`config.mk`:
```
export PLATFORM = sky130hd
export DESIGN_NAME = reg_scoreboard
export DESIGN_NICKNAME = d
export VERILOG_FILES = /design/src/rtl/reg_scoreboard.sv
export SDC_FILE = /design/constraint.sdc
export NUM_CORES = 1
export LEC_CHECK = 0
export CORE_MARGIN = 2
export CORE_UTILIZATION = 40
export DETAILED_ROUTE_END_ITERATION = 8
export PLACE_DENSITY = 0.68
export SLEW_MARGIN = 20
export SYNTH_ARGS = -nofsm -noshare
export SYNTH_HDL_FRONTEND = slang
export SYNTH_SLANG_ARGS = --single-unit
export TNS_END_PERCENT = 5
```
`constraint.sdc`:
```
create_clock -name i_clk -period 10.2 [get_ports i_clk]
set_clock_uncertainty 0.15 [all_clocks]
set_input_delay 1.53 -clock i_clk [delete_from_list [all_inputs] [get_ports i_clk]]
set_output_delay 1.53 -clock i_clk [all_outputs]
set_load 0.1 [all_outputs]
```
`src/rtl/reg_scoreboard.sv`:
```
// reg_scoreboard: per-register pending-write scoreboard with decode stall and drain handshake
module reg_scoreboard #(
    parameter int CNT_W = 2
) (
    input  logic       i_clk,
    input  logic       i_rst_n,
    input  logic       i_id_valid,
    input  logic [4:0] i_id_read1,
    input  logic [4:0] i_id_read2,
    input  logic       i_id_use1,
    input  logic       i_id_use2,
    input  logic       i_id_regWrite,
    input  logic [4:0] i_id_writeReg,
    input  logic       i_wb_regWrite,
    input  logic [4:0] i_wb_writeReg,
    input  logic       i_drain_req,
    output logic       o_id_stall,
    output logic       o_busy,
    output logic [6:0] o_inflight,
    output logic       o_drain_ack,
    output logic       o_err
);
    localparam logic [CNT_W-1:0] MAX = '1;

    typedef enum logic [1:0] {IDLE, DRAIN, DONE} state_t;

    state_t           r_state;
    logic             r_ack;
    logic             r_busy;
    logic [6:0]       r_inflight;
    logic             r_err;
    logic [CNT_W-1:0] r_cnt [1:31];

    logic [CNT_W-1:0] w_cur [32];
    logic [CNT_W-1:0] w_dec [32];
    logic [CNT_W-1:0] w_nxt [32];
    logic [6:0]       w_sum;
    logic             w_zero;
    logic             w_raw;
    logic             w_ovf;
    logic             w_block;
    logic             w_issue;
    logic             w_err_ev;

    // Effective counts (writeback retiring this cycle already visible), hazards and next-state counters
    always_comb begin
        w_cur[0] = '0;
        w_dec[0] = '0;
        w_nxt[0] = '0;
        for (int r = 1; r < 32; r++) begin
            w_cur[r] = r_cnt[r];
            w_dec[r] = r_cnt[r] - CNT_W'(i_wb_regWrite && i_wb_writeReg == 5'(r) && r_cnt[r] != '0);
        end
        w_raw    = (i_id_use1 && w_dec[i_id_read1] != '0) || (i_id_use2 && w_dec[i_id_read2] != '0);
        w_ovf    = i_id_regWrite && i_id_writeReg != '0 && w_dec[i_id_writeReg] == MAX;
        w_block  = i_drain_req || r_state != IDLE;
        o_id_stall = i_id_valid && (w_raw || w_ovf || w_block);
        w_issue  = i_id_valid && !o_id_stall;
        w_err_ev = i_wb_regWrite && i_wb_writeReg != '0 && w_cur[i_wb_writeReg] == '0;
        w_sum    = '0;
        for (int r = 1; r < 32; r++) begin
            w_nxt[r] = w_dec[r] + CNT_W'(w_issue && i_id_regWrite && i_id_writeReg == 5'(r));
            w_sum    = w_sum + 7'(w_nxt[r]);
        end
        w_zero = w_sum == '0;
    end

    // Pending counters and their registered summaries, plus the sticky underflow flag
    always_ff @(posedge i_clk or negedge i_rst_n) begin
        if (!i_rst_n) begin
            for (int r = 1; r < 32; r++) r_cnt[r] <= '0;
            r_busy     <= 1'b0;
            r_inflight <= '0;
            r_err      <= 1'b0;
        end else begin
            for (int r = 1; r < 32; r++) r_cnt[r] <= w_nxt[r];
            r_busy     <= !w_zero;
            r_inflight <= w_sum;
            r_err      <= r_err || w_err_ev;
        end
    end

    // Drain handshake: ack once the post-update counters are all zero, drop a cycle after the request
    always_ff @(posedge i_clk or negedge i_rst_n) begin
        if (!i_rst_n) begin
            r_state <= IDLE;
            r_ack   <= 1'b0;
        end else begin
            case (r_state)
                IDLE: if (i_drain_req) begin
                    r_state <= w_zero ? DONE : DRAIN;
                    r_ack   <= w_zero;
                end
                DRAIN: if (!i_drain_req) begin
                    r_state <= IDLE;
                end else if (w_zero) begin
                    r_state <= DONE;
                    r_ack   <= 1'b1;
                end
                DONE: if (!i_drain_req) begin
                    r_state <= IDLE;
                    r_ack   <= 1'b0;
                end
                default: begin
                    r_state <= IDLE;
                    r_ack   <= 1'b0;
                end
            endcase
        end
    end

    assign o_busy      = r_busy;
    assign o_inflight  = r_inflight;
    assign o_drain_ack = r_ack;
    assign o_err       = r_err;
endmodule

```
# Yosys cells after proc, flatten, opt, wreduce, memory -nomap -nowiden
# Cells that the tools add are included.
# totals
regBits	74
out_inout_bits	11
word_cells	379
# classes
eq_ne	70
n_bitwise	4
reduce_logical	150
add_sub_neg	92
n_mux	23
n_lt_le_gt_ge	4
# op_table
cell	n
$add 7x2->7	25
$eq 5x5->1 const B	32
$logic_and 1x1->1	102
$eq 5x4->1 const B	16
$reduce_bool 2->1	34
$add 2x1->2	31
$sub 2x1->2	31
$bmux 2 s5	4
$eq 5x3->1 const B	8
$mux 2	13
$ge 6x6->1 const B	4
$not 5->6	4
$eq 5x2->1 const B	4
$eq 5x1->1 const B	2
$reduce_bool 5->1	2
$ne 2x2->1 const B	4
$add 6x2->7	1
$logic_not 7->1	1
$add 5x2->6	1
$pmux 2 s3	1
$add 4x2->5	1
$logic_or 1x1->1	5
$add 3x2->4	1
$eq 2x2->1 const B	2
other kinds (9)	14

# Longest topological paths before layout
# Gate-level depths: netlist (run 1).
# logic_depth
ltp_word	52
ltp_mapped	38
depth_no_buf	33

# Worst setup path before layout (run 1)
# Ideal clock, no wire load.
# synth_timing
path_kind	input to register
from	in i_wb_writeReg[0]
to	reg r_ack (netlist: o_drain_ack)
required_time_ns	9.980
cell_stages	32
arrival_time_ns	10.905
slack_ns	-0.925
setup_ns	0.070
cell_sequence	clkbuf_1 -> clkbuf_1 -> clkbuf_1 -> nand3_1 -> nor3_1 -> ha_1 -> xnor2_2 -> nand2_1 -> mux4_2 -> or4_1 -> and4_1 -> or4_1 -> buf_6 -> buf_12 -> nor3_2 -> ha_1 -> xor2_1 -> fa_1 -> fa_1 -> fa_1 -> fa_1 -> fa_1 -> fa_1 -> fa_1 -> inv_1 -> ha_1 -> fa_1 -> xor2_1 -> or4_1 -> or4_1 -> o21ai_0 -> a32o_1
# synth_via
elab_chain_cells	51
# synth_lines
item	line_no	rtl
start: declaration	15	input logic [4:0] i_wb_writeReg,
$eq 5x5->1 (tied with other cells)	52	w_dec[r] = r_cnt[r] - CNT_W'(i_wb_regWrite && i_wb_writeReg == 5'(r) && r_cnt[r] != '0);
$logic_and 1x1->1 (2 in series)	52	
$sub 2x1->2	52	
$bmux 2 s5	54	w_raw = (i_id_use1 && w_dec[i_id_read1] != '0) || (i_id_use2 && w_dec[i_id_read2] != '0);
$mux 2 (not written as such) (2 in series)	54	
$reduce_bool 2->1	54	
$logic_and 1x1->1	54	
$logic_or 1x1->1	54	
[... 11 more ...]	-	
$add 5x2->6	63	w_sum = w_sum + 7'(w_nxt[r]);
$add 6x2->7	63	
$add 7x2->7 (24 in series)	63	
$add 7x2->7 *	63	
via w_sum[3]	37	logic [6:0] w_sum;
$logic_not 7->1 *	65	w_zero = w_sum == '0;
$mux 1 / $ne 2x2->1 (equally long branches)	-	
$pmux 1 s3 / $reduce_and 4->1 (equally long branches)	-	
end signal: assignment	92	r_ack <= w_zero;
end: declaration	28	logic r_ack;
# Mark *: on every way through the listed nets, which the timed path passes. The rest lies on a longest branch. The select of a mux whose other input is x is not followed.
# A chain may end at the register's enable or synchronous reset.

==> summary.md, run 1 <==
| Metric | Value |
|---|---|
| CTS tree | built |
| Starting Density | 40.6% |
| # IOs | 39 |
| DP Wirelength | 22100 um |
| Hold_sp | o_err$_DFF_PN0_ |
| Reg clk slew, reported paths | 70 ps |
| Crit path DAT | about 11000 ps |
| Global-route wire length before repair | 42100 um |
| Width of the chip | 144 um |
| CTS H-tree lvls | 3 |
| Num CTS Buffers | 9 |
| Via-to-Cell Ratio | 5.33 |
| Routed via count | 7207 |
| Seq/Total Area, Yosys | between 20% and 30% |
| Setup crit end kind | flip-flop |
| Die Ht | 144 um |
| Tightest Pin Transition | approximately 970 ps |
| Worst-Skew Late Latency | between 300 and 400 ps |
| Tmin final | roughly 11000 ps |
| CTS Buffer Depth | 2 |
| Drt pass-1 iters | 8 |
| Largest net degree at the start of global routing | 75 |
| Core area | 0.0193 sq mm |
| Antenna violations before repair | 0 |
| P&R area growth vs syn | 37.2% |
| Total Neg Setup Slack | -2550 ps |
| Number of DRC markers in iteration 0 | about 800 |
| Seq cells post-synth | 74 |
| Max-Cap Viols | 0 |
| Fill count | roughly 1700 |
| Unrepaired setup endpoints after global routing | true |
| Area of the multi-input gates | approximately 0.0055 sq mm |
| EDFF count, synth | 0 |
| Inst Count DP | 1330 |
| Die ar. | 0.0207 sq mm |
| Ys Warns | 0 |
| CP max stage cell | fa_1 |
| Worst EP required | slightly above 10000 ps |
| F_max | 91.8 MHz |
| Reg2reg end | o_drain_ack$_DFFE_PN0P_ |
| Congestion Overflow GR | 0 |
| Cell taking the most area after synthesis | dfrtp_1 |
| Post-synth top area share | 23.6% |
| Layout cells sized above 1 | 33.1% |
| Most frequent CP cell | fa_1 |
| Crit path largest cell delay | 590 ps |
| DR DRC count | 0 |
| Setup ws final | -696 ps |
| R2R Setup Slk | 850 ps |
| Syn nets | 1000 |
| Post-synthesis cell count | 843 |
| Hold Path End | o_err$_DFF_PN0_ |
| Final period utilization | 107% |
| GRT Util Overall | between 20% and 30% |
| Top post-synthesis cells by area | dfrtp_1, fa_1, ha_1 |
| Nets | ~1200 |
| CP Max Fanout | 10 |
| Post-route cell area | 0.0108 sq mm |
| CTS sink count | 74 |
| Vias in the first global route | 7320 |
| Final Hold Fails | 0 |
| Commonest non-fill, non-tap cell in the layout | buf_4 |
| Routed wire length per instance | 20.2 um |
| Hold Crit Depth | 1 |
| Main flop type after synthesis | dfrtp_1 |
| Slew Limit Fails | 0 |
| Final WL | 27300 um |
| PortBufs | 38 |
| Mapped cell area | 0.00784 sq mm |
| Post-Layout Cell Count | ~1400 |
| CTS Hold Bufs | 0 |
| Reg2reg start | r_cnt[8]$_DFF_PN0_ |
| Endpoints failing setup | 4 |
| Startpoint Class | primary input |
| Mapped Avg Cell Area | 9.30 sq um |
| Most frequent cells in the layout | buf_4, inv_1, dfrtp_1 |
| Critical path class | in2reg |
| Worst R2R Path Depth | 31 |
| Synth cell types | 74 |
| Cell Rows | 51 |
| Register Area | 0.00185 sq mm |
| Hold Path Class | reg2reg |
| DRT antenna net count | 0 |
| Post-placement cell area | 0.0102 sq mm |
| Root cell of the clock tree | clkbuf_16 |
| Outcome | complete, but fails checks |
| Slew HR | 35.2% |
| Placer Congestion | 1.01 |
| FFs w/ async S/R, synth | between 90% and 100% |
| Diode count | 0 |
| Failing checks | setup timing |
-- registers in the layout, indices dropped and copies added (netlist names) --
signal,count
o_err,1
r_state,2
o_inflight,7
o_busy,1
o_drain_ack,1
r_cnt,62
-- logic make-up after synthesis --
logic type,Yosys count,share of synthesized area (%)
fa+ha+maj,129,26.0
mux,19,3.88
simple gates,262,18.2
xor+xnor,69,8.38
compound gates,95,9.06
buf+inv,195,10.8
flops,74,23.6
-- per-stage QoR --
stage / utilization (%) / setup WS (ps) / hold slack [ps]
3_3_place_gp: 52.6 / -1460 / 308
4_1_cts: 54.9 / -682 / 360
5_1_grt: 55.7 / -994 / 371
3_5_place_dp: 52.6 / -1530 / 345
6_report: 55.7 / -696 / 364
2_1_floorplan: - / -170 / 474
-- layer usage --
layer / wire length (um) / global-route usage [%] / vias to the layer above
met1: 11400 / 38.4 / 3488
met3: 2580 / 5.43 / 56
met5: 0 / 0 / -
li1: - / - / 3292
met4: 1010 / 11.5 / 0
met2: 12300 / 43.3 / 371
-- synthesized netlist by cell type (7+ instances only) --
cell	n
nor3_2	30
xnor2_2	7
nor2_1	55
nor3_1	38
nand2_1	64
ha_1	72
nand3_1	21
inv_1	157
fa_1	57
dfrtp_1	74
xor2_1	22
xnor2_1	40
nand2b_1	9
clkbuf_1	21
o21ai_0	17
a21oi_1	13
-- repair_timing --
| action | in CTS | in global routing |
|---|---|---|
| setup endpoints to repair | 9 | 8 |
| pin swaps | 12 | 15 |
| setup buffers | 7 | 1 |
| resized for setup | 24 | 30 |
| hold endpoints to repair | 0 | 0 |
-- cell type report --
type | count | area share, %
multi-input cells | 574 | 50.9
repair buffers | 264 | 20.3
flip-flops and latches | 74 | 17.2
inverters | 160 | 5.75
well taps | 265 | 3.08
clock buffers | 10 | 2.22
clock inverters | 5 | 0.512
-- worst max-delay path, delay by kind of cell --
kind	cells	cell delay, ps
xor gates and xnor gates	3	390
adders and majority gates	11	4580
AOI/OAI and AO/OA	4	700
muxes	1	520
and+or+nand+nor	8	2100
buffers and inverters	7	1220
-- worst max path at each step --
| stage | end | startpoint |
|---|---|---|
| after floorplan | o_drain_ack$_DFFE_PN0P_ | i_wb_writeReg[0] |
| after global placement | o_drain_ack$_DFFE_PN0P_ | i_wb_regWrite |
| after CTS | r_state[1]$_DFFE_PN0P_ | i_wb_writeReg[4] |
| final | o_drain_ack$_DFFE_PN0P_ | i_wb_regWrite |
| after global routing | o_drain_ack$_DFFE_PN0P_ | i_wb_writeReg[0] |
| after detailed placement | r_state[1]$_DFFE_PN0P_ | i_wb_regWrite |
Power of run 1 is left out: the tool's default activity adds up to more than one toggle a clock period on the data nets, which glitch-free logic cannot reach.
==> run 2, diff against run 1 <==
CORE_MARGIN = 3   (was 2)
SKIP_CTS_REPAIR_TIMING = 1   (was unset)
==> run 2 against run 1 <==
The flow still finishes with violations (setup timing). Critical endpoint is now r_state[1]$_DFFE_PN0P_. Design area grew 0.43%. Flip-flop and latch count unchanged. Global-route usage down 1.4 points. Sequential share of layout area shrank 0.074 points. Count of clock-buffer cells in the layout down 1. Routed wire length up 2.4%. Via count shrank 1.3%. Worst setup slack got worse by 72 ps. Fmax down 0.65%. First-iteration DRC count down 11%.
==> summary.md, run 2 (synthesized netlist as in run 1, its figures left out) <==
| Metric | Value |
|---|---|
| CP Launch Point | i_wb_writeReg[4] |
| Cell family contributing the most delay on the critical path | adder cells |
| Final Hold Fails | 0 |
| Vias in the first global route | roughly 7200 |
| DR DRC count | 0 |
| Congestion Overflow GR | 0 |
| Global-route wire length before repair | 42600 um |
| Final WL | 28000 um |
| Number of DRC markers in iteration 0 | 708 |
| GRT Util Overall | 26.6% |
| DRT antenna net count | 0 |
| Die ar. | 0.0213 sq mm |
| Slew HR | 33.9% |
| Reg2reg start | r_cnt[35]$_DFF_PN0_ |
| Routed via count | roughly 7100 |
| Total Neg Setup Slack | -3020 ps |
| Setup ws final | -768 ps |
| Antenna violations before repair | 0 |
| Failing checks | setup timing |
| Commonest non-fill, non-tap cell in the layout | buf_4 |
| Reg clk slew, reported paths | 80 ps |
| Hold Path Class | reg2reg |
| Slew Limit Fails | 0 |
| R2R Setup Slk | around 810 ps |
| CTS H-tree lvls | 3 |
| Nets | 1247 |
| Width of the chip | ~150 um |
| P&R area growth vs syn | 37.8% |
| DP Wirelength | 23600 um |
| Final period utilization | 108% |
| Critical path class | in2reg |
| Cell Rows | 50 |
| CP Max Fanout | 7 |
| Worst R2R Path Depth | 26 |
| Setup crit end kind | flip-flop |
| Most flop-heavy register | r_cnt |
| CP max stage cell | fa_1 |
| Largest net degree at the start of global routing | 62 |
| PortBufs | 38 |
| Layout cells sized above 1 | about a third |
| Die Ht | 146 um |
| Reg2reg end | r_state[1]$_DFFE_PN0P_ |
| CTS tree | built |
| Worst-Skew Late Latency | 370 ps |
| WP depth | 31 |
| CTS sink count | between 70 and 80 |
| Diode count | 0 |
| F_max | 91.2 MHz |
| Crit path largest cell delay | 580 ps |
| Num CTS Buffers | 9 |
| Crit path DAT | about 11000 ps |
| CTS Buffer Depth | 2 |
| Endpoints failing setup | 6 |
| Routed wire length per instance | 20.7 um |
| Unrepaired setup endpoints after global routing | true |
| Starting Density | 41.4% |
| Largest register FFs | 62 |
| Worst path bufs/invs | 5 |
| Max-Cap Viols | 0 |
| Root cell of the clock tree | clkbuf_16 |
| # IOs | 39 |
| Via-to-Cell Ratio | about 5.2 |
| Outcome | complete, but fails checks |
| Core area | about 0.019 sq mm |
| Worst EP required | just over 10000 ps |
| Most frequent cells in the layout | buf_4, inv_1, dfrtp_1 |
| Drt pass-1 iters | 6 |
| Tightest Pin Transition | 988 ps |
| Placer Congestion | 1.03 |
| Tmin final | 10970 ps |
| Most frequent CP cell | fa_1 |
| Worst setup path end | r_state[1]$_DFFE_PN0P_ |
| Startpoint Class | primary input |
==> run 2: layer usage <==
layer  up-vias  wire length [um]  GRT usage (%)
met5         -                 0              0
met4         0               759           7.62
met3        45              2680           7.20
met2       340             12500           40.4
met1      3423             12100           37.4
li1       3303                 -              -
==> run 2: worst min-delay path by stage <==
stage | start | endpoint | slack [ps] | cells past startpoint
2_1_floorplan | r_cnt[15]$_DFF_PN0_ | r_cnt[15]$_DFF_PN0_ | 470 | 2
3_3_place_gp | o_err$_DFF_PN0_ | o_err$_DFF_PN0_ | 300 | 1
3_5_place_dp | o_err$_DFF_PN0_ | o_err$_DFF_PN0_ | 310 | 1
4_1_cts | o_err$_DFF_PN0_ | o_err$_DFF_PN0_ | 330 | 1
5_1_grt | o_err$_DFF_PN0_ | o_err$_DFF_PN0_ | 360 | 1
6_report | o_err$_DFF_PN0_ | o_err$_DFF_PN0_ | 320 | 1
==> run 2: worst register-to-register path: stages, from the launching register on <==
cell	delay [ps]
dfrtp_1	410
nor2_1	340
nor3_4	60
ha_2	190
xnor2_2	170
nand2_1	100
mux4_2	530
a2111oi_4	380
o31ai_2	110
or4_4	610
nor3_2	290
ha_1	210
xnor2_1	280
fa_1	560
fa_1	570
fa_1	470
fa_1	580
fa_1	460
fa_1	520
fa_1	490
inv_1	60
ha_4	160
fa_2	450
or4_1	490
or4_4	460
mux2i_1	140
and2_1	130
==> run 2: per-stage QoR <==
stage               instance area [sq um]  hold WS (ps)  instances  setup WS (ps)  util, %
floorplan                            7980           474        843           -170        -
global placement                    10200           303       1336          -1430     53.9
detailed placement                  10200           311       1336          -1440     53.9
CTS                                 10600           327       1352          -1130     55.7
global route                        10800           357       1355          -1020     57.0
finish                              10800           319       1355           -768     57.0
==> run 2: layout make-up <==
cell class,count,area (sq um)
Fill cell,1660,8150
Clock inverter,7,125
Inverter,160,619
Clock buffer,9,225
Timing Repair Buffer,271,2210
Tap cell,260,325
Multi-Input combinational cell,574,5450
Sequential cell,74,1850
Power of run 2 is left out for the same reason.
==> run 3, diff against run 2 <==
CTS_CLUSTER_DIAMETER = 150   (was unset)
==> results of run 3 <==
Final layout, timing and power as in run 2 (identical DEF).
Power of run 3 is left out for the same reason.
